<file path="src/rtl/spi_pkg.sv">
// Shared types and constants for the SPI master slice.
// Holds the FSM state type, command encodings and the frame/read/counter widths.
package spi_pkg;

  localparam int unsigned FRAME_W = 10;
  localparam int unsigned READ_W  = 8;
  localparam int unsigned CNT_W   = 4;

  typedef enum logic [2:0] {
    S_IDLE  = 3'd0,
    S_SEL   = 3'd1,
    S_CMD   = 3'd2,
    S_SHIFT = 3'd3,
    S_TURN  = 3'd4,
    S_READ  = 3'd5,
    S_GAP   = 3'd6
  } state_t;

  localparam logic [1:0] CMD_WR_ADDR = 2'b00;
  localparam logic [1:0] CMD_WR_DATA = 2'b01;
  localparam logic [1:0] CMD_RD_ADDR = 2'b10;
  localparam logic [1:0] CMD_RD_DATA = 2'b11;

endpackage

</file>
<file path="src/rtl/spi_master_if.sv">
// Request/response and serial-line bundle between a frame requester and spi_master.
// Signals: start, tx_frame[9:0] (requester -> master); busy, done, rd_data[7:0],
// rd_valid, err_busy (master -> requester); SS_n, MOSI (master -> slave); MISO (slave -> master).
interface spi_master_if;
  import spi_pkg::*;

  logic               start;
  logic [FRAME_W-1:0] tx_frame;
  logic               busy;
  logic               done;
  logic [READ_W-1:0]  rd_data;
  logic               rd_valid;
  logic               err_busy;
  logic               SS_n;
  logic               MOSI;
  logic               MISO;

  modport master (
    input  start, tx_frame, MISO,
    output busy, done, rd_data, rd_valid, err_busy, SS_n, MOSI
  );

  modport slave (
    output start, tx_frame, MISO,
    input  busy, done, rd_data, rd_valid, err_busy, SS_n, MOSI
  );

endinterface

</file>
<file path="src/rtl/spi_shift_reg.sv">
// Parameterized shift register: parallel load, shift toward the MSB with serial input at the LSB.
// Ports: clk, rst (async active-high), load, shift, din[W-1:0], sin, q[W-1:0] (MSB is the serial out).
module spi_shift_reg #(
  parameter int unsigned W = 8
) (
  input  logic         clk,
  input  logic         rst,
  input  logic         load,
  input  logic         shift,
  input  logic [W-1:0] din,
  input  logic         sin,
  output logic [W-1:0] q
);

  // Load has priority over shift.
  always_ff @(posedge clk or posedge rst) begin
    if (rst) begin
      q <= '0;
    end else if (load) begin
      q <= din;
    end else if (shift) begin
      q <= {q[W-2:0], sin};
    end
  end

endmodule

</file>
<file path="src/rtl/spi_master.sv">
// Clock-synchronous SPI frame master: select cycle, command bit, 10-bit payload,
// optional turnaround plus 8-bit read, then an inter-frame gap.
// Ports: clk, rst (async active-high), bus (spi_master_if.master).
// Parameters: TURNAROUND (1..15), GAP (1..15).
// Optional: SPI_MASTER_BUSY_ERR_EN enables err_busy detection; otherwise err_busy is tied 0.
module spi_master
  import spi_pkg::*;
#(
  parameter int unsigned TURNAROUND = 2,
  parameter int unsigned GAP        = 2
) (
  input  logic         clk,
  input  logic         rst,
  spi_master_if.master bus
);

  localparam logic [CNT_W-1:0] SHIFT_LAST = CNT_W'(FRAME_W - 1);
  localparam logic [CNT_W-1:0] TURN_LAST  = CNT_W'(TURNAROUND - 1);
  localparam logic [CNT_W-1:0] SAMP_LAST  = CNT_W'(READ_W - 1);
  localparam logic [CNT_W-1:0] READ_LAST  = CNT_W'(READ_W);
  localparam logic [CNT_W-1:0] GAP_LAST   = CNT_W'(GAP - 1);

  state_t             state_q, state_d;
  logic [CNT_W-1:0]   cnt_q, cnt_d;
  logic [1:0]         cmd_q;
  logic               tx_load, tx_shift, rx_shift, rd_load;
  logic [FRAME_W-1:0] tx_q;
  logic [READ_W-1:0]  rx_q;
  logic               ss_n_q, ss_n_d;
  logic               mosi_q, mosi_d;
  logic               busy_q, busy_d;
  logic               done_q, done_d;
  logic               rd_valid_q, rd_valid_d;
  logic [READ_W-1:0]  rd_data_q;
  logic               unused_bits;

  // Payload copy taken at accept so tx_frame may change mid-frame.
  spi_shift_reg #(.W(FRAME_W)) u_tx (
    .clk   (clk),
    .rst   (rst),
    .load  (tx_load),
    .shift (tx_shift),
    .din   (bus.tx_frame),
    .sin   (1'b0),
    .q     (tx_q)
  );

  spi_shift_reg #(.W(READ_W)) u_rx (
    .clk   (clk),
    .rst   (rst),
    .load  (1'b0),
    .shift (rx_shift),
    .din   ('0),
    .sin   (bus.MISO),
    .q     (rx_q)
  );

  // Only the TX MSB and the low RX bits feed the datapath directly.
  assign unused_bits = ^{tx_q[FRAME_W-2:0], rx_q[READ_W-1]};

  // State, counter and registered outputs.
  always_ff @(posedge clk or posedge rst) begin
    if (rst) begin
      state_q    <= S_IDLE;
      cnt_q      <= '0;
      cmd_q      <= CMD_WR_ADDR;
      ss_n_q     <= 1'b1;
      mosi_q     <= 1'b0;
      busy_q     <= 1'b0;
      done_q     <= 1'b0;
      rd_valid_q <= 1'b0;
      rd_data_q  <= '0;
    end else begin
      state_q    <= state_d;
      cnt_q      <= cnt_d;
      ss_n_q     <= ss_n_d;
      mosi_q     <= mosi_d;
      busy_q     <= busy_d;
      done_q     <= done_d;
      rd_valid_q <= rd_valid_d;
      if (tx_load) cmd_q <= bus.tx_frame[FRAME_W-1:FRAME_W-2];
      // 8th sample goes straight into rd_data alongside the first seven.
      if (rd_load) rd_data_q <= {rx_q[READ_W-2:0], bus.MISO};
    end
  end

  // Next state plus next values of the registered outputs.
  always_comb begin
    state_d  = state_q;
    cnt_d    = cnt_q + CNT_W'(1);
    tx_load  = 1'b0;
    tx_shift = 1'b0;
    rx_shift = 1'b0;
    rd_load  = 1'b0;

    unique case (state_q)
      S_IDLE: begin
        cnt_d = '0;
        if (bus.start) begin
          state_d = S_SEL;
          tx_load = 1'b1;
        end
      end
      S_SEL: begin
        state_d = S_CMD;
        cnt_d   = '0;
      end
      // TX advances from CMD onward; MOSI always takes the pre-shift MSB.
      S_CMD: begin
        state_d  = S_SHIFT;
        cnt_d    = '0;
        tx_shift = 1'b1;
      end
      S_SHIFT: begin
        tx_shift = 1'b1;
        if (cnt_q == SHIFT_LAST) begin
          cnt_d   = '0;
          state_d = (cmd_q == CMD_RD_DATA) ? S_TURN : S_GAP;
        end
      end
      S_TURN: begin
        if (cnt_q == TURN_LAST) begin
          cnt_d   = '0;
          state_d = S_READ;
        end
      end
      // Eight sample cycles, then one completion cycle with SS_n still low.
      S_READ: begin
        rx_shift = (cnt_q < READ_LAST);
        rd_load  = (cnt_q == SAMP_LAST);
        if (cnt_q == READ_LAST) begin
          cnt_d   = '0;
          state_d = S_GAP;
        end
      end
      S_GAP: begin
        if (cnt_q == GAP_LAST) begin
          cnt_d   = '0;
          state_d = S_IDLE;
        end
      end
      default: begin
        cnt_d   = '0;
        state_d = S_IDLE;
      end
    endcase

    ss_n_d     = !(state_d inside {S_SEL, S_CMD, S_SHIFT, S_TURN, S_READ});
    mosi_d     = (state_d == S_CMD || state_d == S_SHIFT) ? tx_q[FRAME_W-1] : 1'b0;
    busy_d     = (state_d != S_IDLE);
    rd_valid_d = (state_d == S_READ) && (cnt_d == READ_LAST);
    done_d     = rd_valid_d ||
                 ((state_d == S_SHIFT) && (cnt_d == SHIFT_LAST) && (cmd_q != CMD_RD_DATA));
  end

`ifdef SPI_MASTER_BUSY_ERR_EN
  logic err_busy_q;

  // Flags a start request that arrives while a frame is in flight.
  always_ff @(posedge clk or posedge rst) begin
    if (rst) err_busy_q <= 1'b0;
    else     err_busy_q <= bus.start & busy_q;
  end

  assign bus.err_busy = err_busy_q;
`else
  assign bus.err_busy = 1'b0;
`endif

  assign bus.SS_n     = ss_n_q;
  assign bus.MOSI     = mosi_q;
  assign bus.busy     = busy_q;
  assign bus.done     = done_q;
  assign bus.rd_valid = rd_valid_q;
  assign bus.rd_data  = rd_data_q;

endmodule

</file>
<file path="src/flat_wrapper.sv">
// flat-port wrapper written by rule: the top's interface ports become plain ports
module spi_master_flat import spi_pkg::*;
#(
  parameter int unsigned TURNAROUND = 2,
  parameter int unsigned GAP        = 2
)
  (clk, rst, bus_start, bus_tx_frame, bus_MISO, bus_busy, bus_done, bus_rd_data, bus_rd_valid, bus_err_busy, bus_SS_n, bus_MOSI);
  spi_master_if bus_i ();
  input  logic clk;
  input  logic rst;
  input wire logic [$bits(bus_i.start)-1:0] bus_start;
  input wire logic [$bits(bus_i.tx_frame)-1:0] bus_tx_frame;
  input wire logic [$bits(bus_i.MISO)-1:0] bus_MISO;
  output wire logic [$bits(bus_i.busy)-1:0] bus_busy;
  output wire logic [$bits(bus_i.done)-1:0] bus_done;
  output wire logic [$bits(bus_i.rd_data)-1:0] bus_rd_data;
  output wire logic [$bits(bus_i.rd_valid)-1:0] bus_rd_valid;
  output wire logic [$bits(bus_i.err_busy)-1:0] bus_err_busy;
  output wire logic [$bits(bus_i.SS_n)-1:0] bus_SS_n;
  output wire logic [$bits(bus_i.MOSI)-1:0] bus_MOSI;
  assign bus_i.start = bus_start;
  assign bus_i.tx_frame = bus_tx_frame;
  assign bus_i.MISO = bus_MISO;
  assign bus_busy = bus_i.busy;
  assign bus_done = bus_i.done;
  assign bus_rd_data = bus_i.rd_data;
  assign bus_rd_valid = bus_i.rd_valid;
  assign bus_err_busy = bus_i.err_busy;
  assign bus_SS_n = bus_i.SS_n;
  assign bus_MOSI = bus_i.MOSI;
  spi_master #(.TURNAROUND(TURNAROUND), .GAP(GAP)) u_core (.clk(clk), .rst(rst), .bus(bus_i));
endmodule
</file>
<file path="config.mk">
export PLATFORM = sky130hd
export DESIGN_NAME = spi_master_flat
export DESIGN_NICKNAME = d
export VERILOG_FILES = /design/src/rtl/spi_pkg.sv /design/src/rtl/spi_master_if.sv /design/src/rtl/spi_shift_reg.sv /design/src/rtl/spi_master.sv /design/src/flat_wrapper.sv
export SDC_FILE = /design/constraint.sdc
export NUM_CORES = 1
export LEC_CHECK = 0
export BUFFER_PORTS_ARGS = -buffer_cell sky130_fd_sc_hd__buf_2
export CAP_MARGIN = 10
export CORE_MARGIN = 4
export CORE_UTILIZATION = 30
export DETAILED_ROUTE_END_ITERATION = 8
export GPL_TIMING_DRIVEN = 0
export PLACE_DENSITY = 0.58
export SLEW_MARGIN = 20
export SYNTH_ARGS = -nofsm -noshare
export SYNTH_HDL_FRONTEND = slang
export SYNTH_SLANG_ARGS = --single-unit
</file>
<file path="constraint.sdc">
create_clock -name clk -period 3.7 [get_ports clk]
set_input_delay 0.74 -clock clk [delete_from_list [all_inputs] [get_ports clk]]
set_output_delay 0.74 -clock clk [all_outputs]
set_load 0.03 [all_outputs]
</file>
* After elaboration in Yosys (flattened, before gate mapping)
Index checks and enable logic that the tools add are counted.
** Operators by class
- Add/sub/neg operators :: 1
- Reductions and logical operators :: 12
- Eq/ne operators :: 19
- Multiplexer cells :: 19
- Order comparisons :: 1
** Operators with widths (number)
- 3-bit case mux with 7 select lines :: 1
- 10-bit two-way mux :: 2
- 4-bit equality test (second input constant) :: 4
- 3-bit equality test (second input constant) :: 5
- 3-bit two-way mux :: 5
- 3-bit by 2-bit equality test with 1-bit output (second input constant) :: 4
- 4-bit two-way mux :: 3
- 4-bit case mux with 3 select lines :: 1
- 3-bit by 1-bit equality test with 1-bit output (second input constant) :: 2
- 1-bit two-way mux :: 6
- 5-bit nonzero test :: 1
- 4-bit by 1-bit adder with 4-bit output (second input constant) :: 1
- 4-bit by 1-bit equality test with 1-bit output (second input constant) :: 1
- 4-bit by 3-bit equality test with 1-bit output (second input constant) :: 1
- 4-bit < comparator (second input constant) :: 1
- 2-bit OR reduction :: 2
- 1-bit logical AND :: 3
- 3-bit logical NOT :: 1
- 3-bit nonzero test :: 1
- 2-bit equality test (second input constant) :: 1
- 1-bit logical OR :: 2
- 2-bit two-way mux :: 1
- 2-bit inequality test (second input constant) :: 1
- 2-bit nonzero test :: 1
- 1-bit logical NOT :: 1
** Storage, ports and cells
- Logic and storage cells :: 63
- Register bits :: 39
- Output and inout port bits :: 14

* Depth between registers and ports, before layout
- Word-level depth :: 8
- Gate-level depth with buffers :: 7
- Mapped depth without buffers :: 7

* Cells and area by module
A second synthesis with hierarchy kept.
** Unflattened totals
- Cell total of the unflattened synthesis :: 173
- Area, all modules :: 1938.1 um^2
** By module, submodules not included
- spi_master :: area an instance 1094.8 um^2, seq. area each 551.8 um^2, cells each 94, times used 1
- spi_shift_reg at u_core.u_tx :: area an instance 466.7 um^2, seq. area each 250.2 um^2, cells each 44, times used 1
- spi_shift_reg at u_core.u_rx :: area an instance 376.6 um^2, seq. area each 200.2 um^2, cells each 35, times used 1

* Worst setup path after synthesis
No wires, ideal clock.
- Path type :: input -> register
- Start :: in bus_start
- End :: reg u_core.u_tx.q[1]
- Path buffers :: 1
- Arrival :: 1.694 ns
- Slack :: 1.864 ns
- Cell stages on the path :: 5
- Required time :: 3.557 ns
- Cells stage by stage :: nor2b_1 nor3b_1 buf_4 mux2i_1 o21ai_0
** On the way
- Cells in the longest elaborated chain, start to end :: 3
- Elaborated cells on any way between the ends :: 4
- Classes of those cells :: mux: 3; reduce/logical: 1
** Ends and longest elaborated chain
- from (decl) :: line flat_wrapper.sv:11 : input wire logic [$bits(bus_i.start)-1:0] bus_start;
- 1-bit two-way mux (*) :: line spi_master.sv:99 : if (bus.start) begin
- 1-bit two-way mux (*) :: line spi_master.sv:96 : unique case (state_q)
- 10-bit two-way mux or 2-bit nonzero test (tied branches)
- to (signal assigned) :: line spi_shift_reg.sv:20 : q <= din;
- to (signal assigned) :: line spi_shift_reg.sv:22 : q <= {q[W-2:0], sin};
- to (decl) :: line spi_shift_reg.sv:12 : output logic [W-1:0] q
Mark *: on every way between the ends. The rest lies on a longest branch, timed or not.
A chain may end at the register's enable or synchronous reset.

* Worst setup path in the final report
- Start :: reg u_core.cnt_q[1]
- End :: reg u_core.done_q, in the netlist u_core.bus.done
** On the way
- Cells in the longest elaborated chain, start to end :: 7
- Elaborated cells on any way between the ends :: 21
- Classes of those cells :: add/sub: 1; eq/ne: 7; mux: 9; reduce/logical: 4
** Ends and longest elaborated chain
- from (decl) :: line spi_master.sv:24 : logic [CNT_W-1:0] cnt_q, cnt_d;
- from (signal assigned) :: line spi_master.sv:75 : cnt_q <= cnt_d;
- 4-bit by 1-bit adder with 4-bit output (tied with other cells) :: line spi_master.sv:90 : cnt_d = cnt_q + CNT_W'(1);
- 4-bit two-way mux (tied with other cells) :: line spi_master.sv:122, spi_master.sv:137
- 4-bit case mux with 3 select lines or 3-bit case mux with 7 select lines (tied branches) :: line spi_master.sv:96
- 4-bit equality test or 3-bit by 2-bit equality test with 1-bit output (tied branches) :: line spi_master.sv:153 : ((state_d == S_SHIFT) && (cnt_d == SHIFT_LAST) && (cmd_q != CMD_RD_DATA));
- 1-bit logical AND (2 in a row) :: line spi_master.sv:153
- 1-bit logical OR (*) :: line spi_master.sv:152 : done_d = rd_valid_d ||
- net u_core.done_d :: line spi_master.sv:32 : logic done_q, done_d;
- to (signal assigned) :: line spi_master.sv:79 : done_q <= done_d;
- to (decl) :: line spi_master.sv:32
Mark *: on every way through the listed nets, which the timed path passes. The rest lies on a longest branch.

==> impl_metrics.ini <==
[synth]
synthesis.nets = 162
syn_area_per_cell_um2 = 12.1
synth_area_um2 = 1750
ys_async_sr_fraction_pct = 100
ys.flop_type = dfrtp_1
yosys_warnings = 0
synth_seq_cells = 39
synth-edff-count = 0
yosysSeqAreaShare_pct = 55.7
syn_inst = 145
synth.distinct_cells = 40

[worst_setup_path]
cpMostUsedCell = nor3b_1
crit_slowest_cell = a222oi_1
worstSetupPathType = reg2reg
crit_path_end_kind = register
r2r_start = u_core.cnt_q[1]
path_buf_inv = 1
critPathArrivalTime_ps = 2240
critPathLaunchType = register
cp_max_fo = 3
critical_path.top_delay_family = compound AO/OA/AOI/OAI gates
critPathLaunch = u_core.cnt_q[1]
crit_required_ps = 3920
crit_chain = inv_1, ha_1, nor3b_1, nor3b_1, a222oi_1, nor3b_2, o21a_1
max_stage_delay_ps = 500

[routing]
drc = 0
postRouteAntennaNets = 0
wl_per_cell_um = 12.2
avgViaCountPerCell = 4.55
vias = 1137
routed_wl_mm = 3.06
dr.pass1.iters = 4
drtIter0Drc = 27

[clock_tree]
numClockSinks = 39
h-tree-depth = 2
clk_latency_ps = 280
cts_resized = 0
path_clk_slew_ps = 70
cts_hold_buf = 0
cts_root_buf = clkbuf_8
post_cts_buffers = 0
cts_tree = yes
cts_inserted_buffers = 5
clock_path_buffers = 2

[final_layout]
syn_to_final_growth_pct = 18.3
drive_above_1_share_pct = 35.4
final_common_cell = dfrtp_1
layout_common_cells = dfrtp_1 (38), buf_2 (28), mux2_2 (17), nand2_1 (12), o21ai_0 (10)
final_area_um2 = 2070
fillCellCount = 569
nets = 196
antenna_cells = 0

[floorplan]
core_um2 = 5570
fp.dieArea_um2 = 7130
num_rows = 27
io_pins = 28
floorplan.initialDensity_pct = 31.5
die_h_um = 84.5
die_w_um = 84.5

[grt]
overflow = 0
grt_busiest_layer = met2
grt_usage_pct = 9.32
grt.met1_usage_pct = 11.2
grt_max_degree = 21
met3_usage_pct = 4.32
gr-usage-met2_pct = 14.4
antenna_found_initial = 0
grt_pass1_vias = 1151
grt_pass1_wl_mm = 5.29

[sta]
post-route-min-period_ps = 2020
setup_violations = 0
fin_crit_sh_pct = 54.5
clock_skew_ps = 4.19
worst_slew_pin_slew_ps = 626
max_freq_mhz = 496
rsz0062_at_grt = no
setup-tns-final_ps = 0
drv_slew = 0
hold_viol = 0
slew_headroom_pct = 58.2
fin_hold_ws_ps = 461

[placement]
io_buffers = 26
dp_hpwl_mm = 2.27
gp_congestion = 0.751
placed_cell_area_um2 = 2000

[power_and_ir_drop]
p_per_area_nw_per_um2 = 513
p_leak_nw = 1.01
ir_drop_mv = 0.298

[flow_run]
maxCapViolCount = 0

[hold_path]
hold_class = in2async

[status]
status = finished, final reports clean
==> stage by stage <==
step	instances	power, W	util (%)	worst slack [ps]
3_3_place_gp	243	0.000815	35.4	1480
4_1_cts	250	0.00108	37.2	1680
6_report	250	0.00106	37.2	1680
5_1_grt	250	0.00114	37.2	1520
3_5_place_dp	244	0.000818	35.9	1480
2_1_floorplan	145	0.000744	-	1860
==> Yosys cell counts (3+ instances only) <==
| cell type | number | area (µm²) |
|---|---|---|
| nor3b_1 | 3 | 22.5 |
| nand2_1 | 12 | 45.0 |
| and2_1 | 3 | 18.8 |
| ha_1 | 3 | 37.5 |
| buf_4 | 3 | 22.5 |
| mux2i_1 | 9 | 90.1 |
| mux2_2 | 17 | 191 |
| dfrtp_1 | 38 | 951 |
| o21ai_0 | 10 | 50.1 |
| inv_1 | 7 | 26.3 |
| nor2_1 | 5 | 18.8 |
==> worst paths after layout <==
| path | endpoint | slack [ps] | cells after the start |
|---|---|---|---|
| worst max-delay path | u_core.bus.done | 1680 | 7 |
| min in group clk | u_core.u_tx.q[9] | 470 | 2 |
| worst max register to register | u_core.bus.done | 1680 | 7 |
| max in group asynchronous | u_core.bus.rd_data[6] | 2790 | 3 |
| worst min-delay path | u_core.u_tx.q[9] | 460 | 2 |
| worst min register to register | u_core.u_tx.q[9] | 470 | 2 |
==> worst register-to-register path: stages (launching register included) <==
cell	delay, ps
dfrtp_1	400
inv_1	80
ha_1	180
nor3b_1	240
nor3b_1	120
a222oi_1	500
nor3b_2	280
o21a_1	150
==> sequential cells by signal, indices dropped and copies added, names as in the netlist <==
name	count
u_core.bus.MOSI	1
u_core.cmd_q	2
u_core.u_rx.q	7
u_core.cnt_q	4
u_core.u_tx.q	10
u_core.state_q	3
u_core.bus.done	1
u_core.bus.rd_valid	1
u_core.bus.SS_n	1
u_core.bus.busy	1
u_core.bus.rd_data	8
==> layout make-up <==
type	instances	area [µm²]	area share [%]
Tap cell	72	90.1	4.34
Inverter	7	26.3	1.27
Timing Repair Buffer	27	158	7.60
Buffer	6	36.3	1.75
Multi-Input combinational cell	93	714	34.4
Sequential cell	39	977	47.1
Clock buffer	6	72.6	3.50
==> per-layer routing <==
metal / vias up / share of wire [%]
li1: 563 / -
met1: 542 / 48
met4: 0 / 1.4
met5: - / 0
met2: 28 / 43
met3: 4 / 7.0
==> power by group <==
group	switching (W)	leakage (nW)	internal, W
Combinational	0.000164	0.459	0.000117
Clock	0.000132	0.0371	0.000126
Sequential	0.0000431	0.518	0.000483
==> cells by family after synthesis <==
group | Yosys count | synth area share (%)
XOR/XNOR | 3 | 1.50
buffers and inverters | 13 | 3.57
other | 1 | 0.214
AND/OR/NAND/NOR | 39 | 13.1
adder cells (fa/ha/maj) | 3 | 2.14
AO/OA/AOI/OAI | 21 | 7.78
multiplexers | 26 | 16.0
flip-flops | 39 | 55.7
Power figures use the tool's default switching activity.
